[config.mk]
export PLATFORM = sky130hd
export DESIGN_NAME = full_adder
export DESIGN_NICKNAME = d
export VERILOG_FILES = /design/src/rtl/full_adder.sv
export SDC_FILE = /design/constraint.sdc
export NUM_CORES = 1
export LEC_CHECK = 0
export ABC_AREA = 1
export CORE_AREA = 2 2 39 41
export CTS_BUF_LIST = sky130_fd_sc_hd__clkbuf_8
export CTS_CLUSTER_DIAMETER = 200
export DETAILED_ROUTE_END_ITERATION = 12
export DIE_AREA = 0 0 41 43
export PLACE_DENSITY = 0.44
export SYNTH_ARGS = -nofsm -noshare
export SYNTH_HDL_FRONTEND = slang
export SYNTH_SLANG_ARGS = --single-unit
[constraint.sdc]
create_clock -name clk -period 1.4 [get_ports clk]
set_clock_uncertainty 0.05 [all_clocks]
set_input_delay 0.35 -clock clk [delete_from_list [all_inputs] [get_ports clk]]
set_output_delay 0.35 -clock clk [all_outputs]
set_load 0.05 [all_outputs]
[src/rtl/full_adder.sv]
// Adder cell: half-adder path (a+b) and full-adder path (a+b+c), each with
// combinational outputs and an enable-gated registered copy.

module ha_cell (
  input  logic x,
  input  logic y,
  output logic s,
  output logic co
);
  assign s  = x ^ y;
  assign co = x & y;
endmodule

module fa_cell (
  input  logic x,
  input  logic y,
  input  logic ci,
  output logic s,
  output logic co
);
  logic s0;
  logic c0;
  logic c1;

  // Two half-adder cells plus an OR on the carries.
  ha_cell u_ha0 (.x(x),  .y(y),  .s(s0), .co(c0));
  ha_cell u_ha1 (.x(s0), .y(ci), .s(s),  .co(c1));

  assign co = c0 | c1;
endmodule

module full_adder #(
  parameter int unsigned WIDTH = 1
) (
  input  logic             clk,
  input  logic             rst,
  input  logic [WIDTH-1:0] a,
  input  logic [WIDTH-1:0] b,
  input  logic             c,
  input  logic             en,
  output logic [WIDTH-1:0] sum,
  output logic             carry,
  output logic [WIDTH-1:0] sum1,
  output logic             carry1,
  output logic [WIDTH-1:0] sum_q,
  output logic             carry_q,
  output logic [WIDTH-1:0] sum1_q,
  output logic             carry1_q
);
  logic [WIDTH:0] hc;
  logic [WIDTH:0] fc;

  assign fc[0] = c;
  assign hc[0] = 1'b0;

  for (genvar i = 0; i < WIDTH; i++) begin : g_bit
    if (i == 0) begin : g_lsb
      ha_cell u_ha (.x(a[i]), .y(b[i]), .s(sum[i]), .co(hc[i+1]));
    end else begin : g_rip
      fa_cell u_fa (.x(a[i]), .y(b[i]), .ci(hc[i]), .s(sum[i]), .co(hc[i+1]));
    end
    fa_cell u_fa1 (.x(a[i]), .y(b[i]), .ci(fc[i]), .s(sum1[i]), .co(fc[i+1]));
  end

  assign carry  = hc[WIDTH];
  assign carry1 = fc[WIDTH];

  always_ff @(posedge clk) begin
    if (rst) begin
      sum_q    <= '0;
      carry_q  <= 1'b0;
      sum1_q   <= '0;
      carry1_q <= 1'b0;
    end else if (en) begin
      sum_q    <= sum;
      carry_q  <= carry;
      sum1_q   <= sum1;
      carry1_q <= carry1;
    end
  end

  // hc[0] only exists to keep the carry vector uniformly indexed.
  logic unused;
  assign unused = hc[0];
endmodule

* Word level (Yosys, flattened, before mapping)
Index checks and enable logic that the tools add are counted.
Word-level totals: output and inout port bits 8, bits of input ports 6, logic and storage cells 9, register bits 4
Cells by class: bitwise logic cells 5
Operators with widths (count):
- 1-bit AND | 2
- 1-bit XOR | 2
- 1-bit bitwise OR | 1

* Depth between registers and ports, before layout
Gate-level depths: netlist of run 1.
word-level depth 3, mapped depth 5, mapped depth without buffers 5

* Modules after synthesis
A second synthesis of run 1 with hierarchy kept.
Second synthesis, totals: cell total of the unflattened synthesis 32, area, all modules 221.5 um2
By module, submodules not included:
- full_adder | area an instance 172.7 um2, cells each 26, seq. area each 80.1 um2, instances 1
- ha_cell | area an instance 12.5 um2, cells each 1, seq. area each 0.0 um2, instances 3
- fa_cell | area an instance 11.3 um2, cells each 3, seq. area each 0.0 um2, instances 1

* Worst setup path before layout of run 1
No wires, ideal clock.
path kind in2out, from in a, to out sum1, required time 1000 ps, arrival time 1208 ps, slack -208 ps, stages 1, cells stage by stage fa_1
Between the ends: cells in the longest elaborated chain, start to end 2
Ends and longest elaborated chain:
- from (decl) | line 37 | input logic [WIDTH-1:0] a,
- 1-bit XOR (2 in series) | line 10 | assign s = x ^ y;
- to (decl) | line 43 | output logic [WIDTH-1:0] sum1,
No other way between the ends.

* Final worst setup path of run 1
from in c, to out sum1
Between the ends: cells in the longest elaborated chain, start to end 1
Ends and longest elaborated chain:
- from (decl) | line 39 | input logic c,
- 1-bit XOR | line 10
No other way between the ends.

==> run_results.csv, run 1 <==
group,metric,value,unit
logic_synthesis,synth_nets,36,
sta,setup_viol,1,
clock_tree,cts_max_level,1,
final_layout,area_growth,134,%
global_route,track_usage,0.0785,
logic_synthesis,syn_area,205,um^2
clock_tree,root_buffer,"clkbuf_8",
status,violations,"negative setup slack",
final_layout,layout-drive-gt1-share,0.435,
critical_path,required,1000,ps
power_and_ir_drop,p_sw_frac,0.304,
global_route,grt_start_max_net_pins,9,
clock_tree,cts_buffer_depth,2,
critical_path,crit_type,"in -> out",
sta,worstMarginPinSlew,267,ps
detailed_routing,wl_per_cell,8.06,um
sta,fin_crit,1580,ps
global_route,grt.overflow.total,0,
power_and_ir_drop,p_int,0.413,mW
power_and_ir_drop,p_sw,0.180,mW
clock_tree,cts_setup_buffers,0,
logic_synthesis,yosys.area.top_type_share,0.390,
power_and_ir_drop,pwr_density_cell,1240,mW/mm^2
critical_path,cp_max_fo,2,
logic_synthesis,synth_area_leader_cell,"dfxtp_1",
floorplanning,coreArea,0.00138,mm^2
power_and_ir_drop,p_seq_frac,0.224,
critical_path,ff2ff_path_depth,2,
placed_design,dp_hpwl,393,um
logic_synthesis,synth-seq-area-share,0.390,
clock_tree,clock-sinks,4,
logic_synthesis,yosys_warnings,0,
placed_design,gp_congestion,0.639,
logic_synthesis,synth_xor_area_frac,0,
sta,post-route-period-util,1.13,
sta,finalWorstSetupSlack,-178,ps
floorplanning,die_w,41,um
sta,max_freq,0.634,GHz
detailed_routing,postRouteAntennaNets,0,
global_route,grt_pass1_wl,848,um
logic_synthesis,synth_simple_gate_area_frac,0.305,
logic_synthesis,synth-seq-cells,4,
logic_synthesis,netlist-cell-type-count,9,
clock_tree,numCtsBuffers,3,
logic_synthesis,synthAdderAreaFrac,0.159,
flow_run,drv_cap,0,
clock_tree,cts_tree,"done",
detailed_routing,dr.pass1.iters,4,
sta,maxSlewHeadroom,0.822,
status,outcome,"finished, violations left",
sta,final_hold_viol_count,0,
detailed_routing,routed_via_density,3.61,
detailed_routing,drt_iter0_markers,3,
power_and_ir_drop,p_comb_frac,0.363,
logic_synthesis,synth_compound_area_frac,0,
floorplanning,die_y,43,um
global_route,antenna_found_initial,0,
sta,slew_violations,0,
power_and_ir_drop,vdd_drop_max,0.400,mV
critical_path,crit_path_start_kind,"primary input",
logic_synthesis,synthTopCellsByArea,"dfxtp_1 39%, nand2_1 15%, nor2_1 13%, fa_1 9.8%, inv_1 7.3%",
logic_synthesis,muxShareOfSynthArea,0,
logic_synthesis,synth_cells,28,
critical_path,end_kind,"output port",
detailed_routing,route.vias.total,224,
hold_path,hold_path_class,"reg -> reg",
clock_tree,clock_latency,220,ps
power_and_ir_drop,clock_power_share,0.413,
power_and_ir_drop,p_leak,0.237,nW
floorplanning,rows,14,
critical_path,arrival,1180,ps
placed_design,io_buffers,13,
detailed_routing,routed_wl,500,um
sta,rsz0062_at_grt,"true",
global_route,grt_pass1_vias,223,
logic_synthesis,synth.avg_cell_area,7.33,um^2
logic_synthesis,synth_top_family_by_area,"simple AND/OR/NAND/NOR gates",
final_layout,fin_util,0.346,
floorplanning,io_pins,14,
detailed_routing,drc_errors,0,
clock_tree,ctsHoldBuffers,0,
power_and_ir_drop,finalPower,0.593,mW
final_layout,diodes,0,
floorplanning,initial_utilization,0.148,
sta,setup_tns,-178,ps
hold_path,hold_path_depth,2,
final_layout,final_net_count,56,
clock_tree,clkTransAtPathRegs,30,ps
floorplanning,die-area,0.00176,mm^2
-- synth_stat cells --
cell type / count
inv_1: 4
ha_1: 1
dfxtp_1: 4
buf_6: 1
inv_2: 1
nor2_2: 1
nand2_1: 8
nor2_1: 7
fa_1: 1
-- cell usage in the layout, fill, tap and decap left out, drive strengths merged --
cell	synthesis	final
clkbuf	0	3
clkdlybuf4s50	0	2
ha	1	1
nand2	8	8
buf	1	14
nor2	8	8
inv	5	5
dfxtp	4	4
fa	1	1
-- path summary, 6_finish.rpt --
check	start	end	slack, ps
max	c	sum1	-180
min	sum_q$_SDFFE_PP0P_	sum_q$_SDFFE_PP0P_	450
max reg2reg	carry_q$_SDFFE_PP0P_	carry_q$_SDFFE_PP0P_	730
min reg2reg	sum_q$_SDFFE_PP0P_	sum_q$_SDFFE_PP0P_	450
-- final cells by class --
type / count / area (um^2)
clock buffers: 3 / 41.3
multi-input cells: 18 / 97.6
fillers: 154 / 905
flip-flops and latches: 4 / 80.1
well taps: 16 / 20.0
inverters: 5 / 18.8
repair buffers: 16 / 221
-- registers in the layout (all words and copies together) (netlist names) --
signal	count
carry1_q	1
carry_q	1
sum1_q	1
sum_q	1
-- cells by family (layout without fill, tap and decap cells) --
logic type / after synthesis / in the layout
flip-flops: 4 / 4
AND/OR/NAND/NOR: 16 / 16
adder cells (fa/ha/maj): 2 / 2
buffers and inverters: 6 / 24
-- routing by layer --
layer	wire length (um)	GRT usage
met1	177	0.0841
met2	282	0.106
met3	25	0.0157
met4	15	0.100
met5	0	0
-- power groups by stage --
stage	logic, mW	registers (mW)	clock network, mW
2_1_floorplan	0.0835	0.160	0
3_3_place_gp	0.216	0.135	0
3_5_place_dp	0.217	0.134	0
4_1_cts	0.218	0.133	0.254
5_1_grt	0.226	0.134	0.268
6_report	0.215	0.133	0.245
-- repair_timing --
item / CTS / global route
resized for setup: 15 / 0
endpoints found under the setup margin: 7 / 2
pin swaps: 1 / 0
-- through the flow --
step           instance area [um^2]  std cells  hold WS [ps]  setup WS (ps)
6_report                        479         62           453           -178
5_1_grt                         479         62           468           -190
4_1_cts                         479         62           456           -180
3_5_place_dp                    437         59           451           -577
3_3_place_gp                    437         59           452           -566
2_1_floorplan                   208         28           452          -83.0
-- worst max-delay path, cell delays in order --
cell and delay [ps]:
buf_6 90, fa_2 590, buf_12 140
(Power assumes the default switching activity.)
==> run 2, diff against run 1 <==
- ABC_CLOCK_PERIOD_IN_PS: not set -> 1400
- CTS_CLUSTER_SIZE: not set -> 28
- PLACE_DENSITY: 0.44 -> not set
==> run 2 against run 1 <==
Net effect:
- die area is the same
- critical path type unchanged
- setup slack gained 1.2 ps
- fmax is essentially flat
- cell count is the same
- critical path depth is the same
- clock power shrank 5%
- flip-flop and latch count is the same
- the run still ends with negative setup slack left
==> run_results.csv, run 2 (synthesis gave the netlist of run 1 again) <==
group,metric,value,unit
critical_path,ff2ff_path_depth,2,
clock_tree,clock_latency,210,ps
clock_tree,cts_tree,"done",
critical_path,crit_path_start_kind,"primary input",
clock_tree,cts_max_level,1,
power_and_ir_drop,finalPower,0.584,mW
hold_path,hold_path_class,"reg -> reg",
final_layout,final_net_count,56,
global_route,grt_pass1_wl,752,um
sta,setup_tns,-182,ps
global_route,grt.overflow.total,0,
clock_tree,ctsHoldBuffers,0,
detailed_routing,routed_wl,480,um
sta,slew_violations,0,
critical_path,reg2reg_from,"carry_q$_SDFFE_PP0P_",
floorplanning,die_w,41,um
detailed_routing,postRouteAntennaNets,0,
floorplanning,io_pins,14,
final_layout,diodes,0,
critical_path,rrSetupSlack,730,ps
sta,fin_crit,1580,ps
sta,maxSlewHeadroom,0.816,
clock_tree,root_buffer,"clkbuf_8",
detailed_routing,drc_errors,0,
sta,setup_viol,2,
clock_tree,numCtsBuffers,3,
sta,post-route-period-util,1.13,
final_layout,layout_common_cells,"8 x nand2_1, 7 x nor2_1, 7 x buf_12",
critical_path,end_kind,"output port",
placed_design,io_buffers,13,
floorplanning,initial_utilization,0.148,
critical_path,slowest_delay,590,ps
critical_path,crit_type,"in -> out",
global_route,grt_start_max_net_pins,9,
critical_path,path_cells,"buf_6 -> fa_2 -> buf_12",
placed_design,dp_hpwl,396,um
power_and_ir_drop,p_leak,0.238,nW
placed_design,gp_congestion,0.608,
detailed_routing,route.vias.total,225,
clock_tree,clkTransAtPathRegs,30,ps
sta,max_freq,0.634,GHz
status,outcome,"finished, violations left",
final_layout,final_common_cell,"nand2_1",
critical_path,cp_max_fo,2,
final_layout,area_growth,135,%
floorplanning,rows,14,
detailed_routing,wl_per_cell,7.74,um
detailed_routing,drt_iter0_markers,2,
critical_path,worstSetupEndpoint,"sum1",
critical_path,slowest_stage,"fa_2",
clock_tree,cts_buffer_depth,2,
final_layout,layout-drive-gt1-share,0.435,
sta,rsz0062_at_grt,"true",
flow_run,drv_cap,0,
global_route,grt_pass1_vias,211,
critical_path,crit_start,"c",
sta,finalWorstSetupSlack,-177,ps
critical_path,worst_r2r_endpoint,"carry_q$_SDFFE_PP0P_",
clock_tree,clock-sinks,4,
sta,worstMarginPinSlew,275,ps
sta,final_hold_viol_count,0,
floorplanning,coreArea,0.00138,mm^2
power_and_ir_drop,vdd_drop_max,0.777,mV
floorplanning,die-area,0.00176,mm^2
status,violations,"negative setup slack",
critical_path,required,1000,ps
critical_path,arrival,1180,ps
final_layout,fill_cells,147,
floorplanning,die_y,43,um
global_route,track_usage,0.0663,
detailed_routing,routed_via_density,3.63,
global_route,antenna_found_initial,0,
detailed_routing,dr.pass1.iters,4,
power_and_ir_drop,pwr_density_cell,1210,mW/mm^2
==> run 2: cell types whose count changed in the layout (fill, tap and decap cells not counted) <==
cell   previous run  this run
buf_8             0         1
buf_6             3         2
==> run 2: layout make-up <==
type | count | area [um^2] | share of cell area
tap | 16 | 20.0 | 0.0415
inverter | 5 | 18.8 | 0.0389
multi-input combinational | 18 | 97.6 | 0.202
sequential | 4 | 80.1 | 0.166
clock buffer | 3 | 41.3 | 0.0855
timing repair buffer | 16 | 225 | 0.466
==> run 2: metal layers <==
| metal | vias up | part of all wire | GRT usage |
|---|---|---|---|
| met5 | - | 0 | 0 |
| met2 | 8 | 0.50 | 0.0969 |
| met1 | 100 | 0.40 | 0.0643 |
| li1 | 117 | - | - |
| met4 | 0 | 0 | 0.0200 |
| met3 | 0 | 0.094 | 0.0628 |
==> run 2: worst min-delay path by stage <==
stage,slack [ps],from,cells past startpoint,to
floorplan,450,rst,3,carry1_q$_SDFFE_PP0P_
global placement,450,sum_q$_SDFFE_PP0P_,2,sum_q$_SDFFE_PP0P_
detailed placement,450,carry1_q$_SDFFE_PP0P_,2,carry1_q$_SDFFE_PP0P_
CTS,460,carry1_q$_SDFFE_PP0P_,2,carry1_q$_SDFFE_PP0P_
global route,500,carry1_q$_SDFFE_PP0P_,2,carry1_q$_SDFFE_PP0P_
finish,450,carry1_q$_SDFFE_PP0P_,2,carry1_q$_SDFFE_PP0P_
==> run 2: repair_timing <==
item,in CTS,in global routing
buffers inserted,0,1
pin swaps,1,0
endpoints found under the setup margin,6,2
resized for setup,15,1
==> run 2: power by group <==
part / internal (mW) / switching, mW / total [mW] / leakage [nW]
Clock: 0.182 / 0.0499 / 0.232 / 0.0216
Combinational: 0.108 / 0.111 / 0.219 / 0.183
Sequential: 0.124 / 0.00902 / 0.133 / 0.0332
==> run 2: worst max-delay path: cells and delay by family <==
| kind | cells | cell delay, ps |
|---|---|---|
| buffers and inverters | 2 | 230 |
| adders and majority gates | 1 | 590 |
==> run 2: through the flow <==
step / hold slack [ps] / worst slack, ps / utilization / cell area (um^2) / instances
CTS: 459 / -180 / 0.341 / 472 / 61
global placement: 450 / -566 / 0.310 / 429 / 58
finish: 454 / -177 / 0.349 / 483 / 62
detailed placement: 450 / -575 / 0.310 / 429 / 58
global route: 500 / -187 / 0.349 / 483 / 62
floorplan: 452 / -83.0 / - / 208 / 28
==> run 3, diff against run 2 <==
- CAP_MARGIN: not set -> 20
==> results of run 3 <==
Final layout, timing and power as in run 2 (identical DEF).
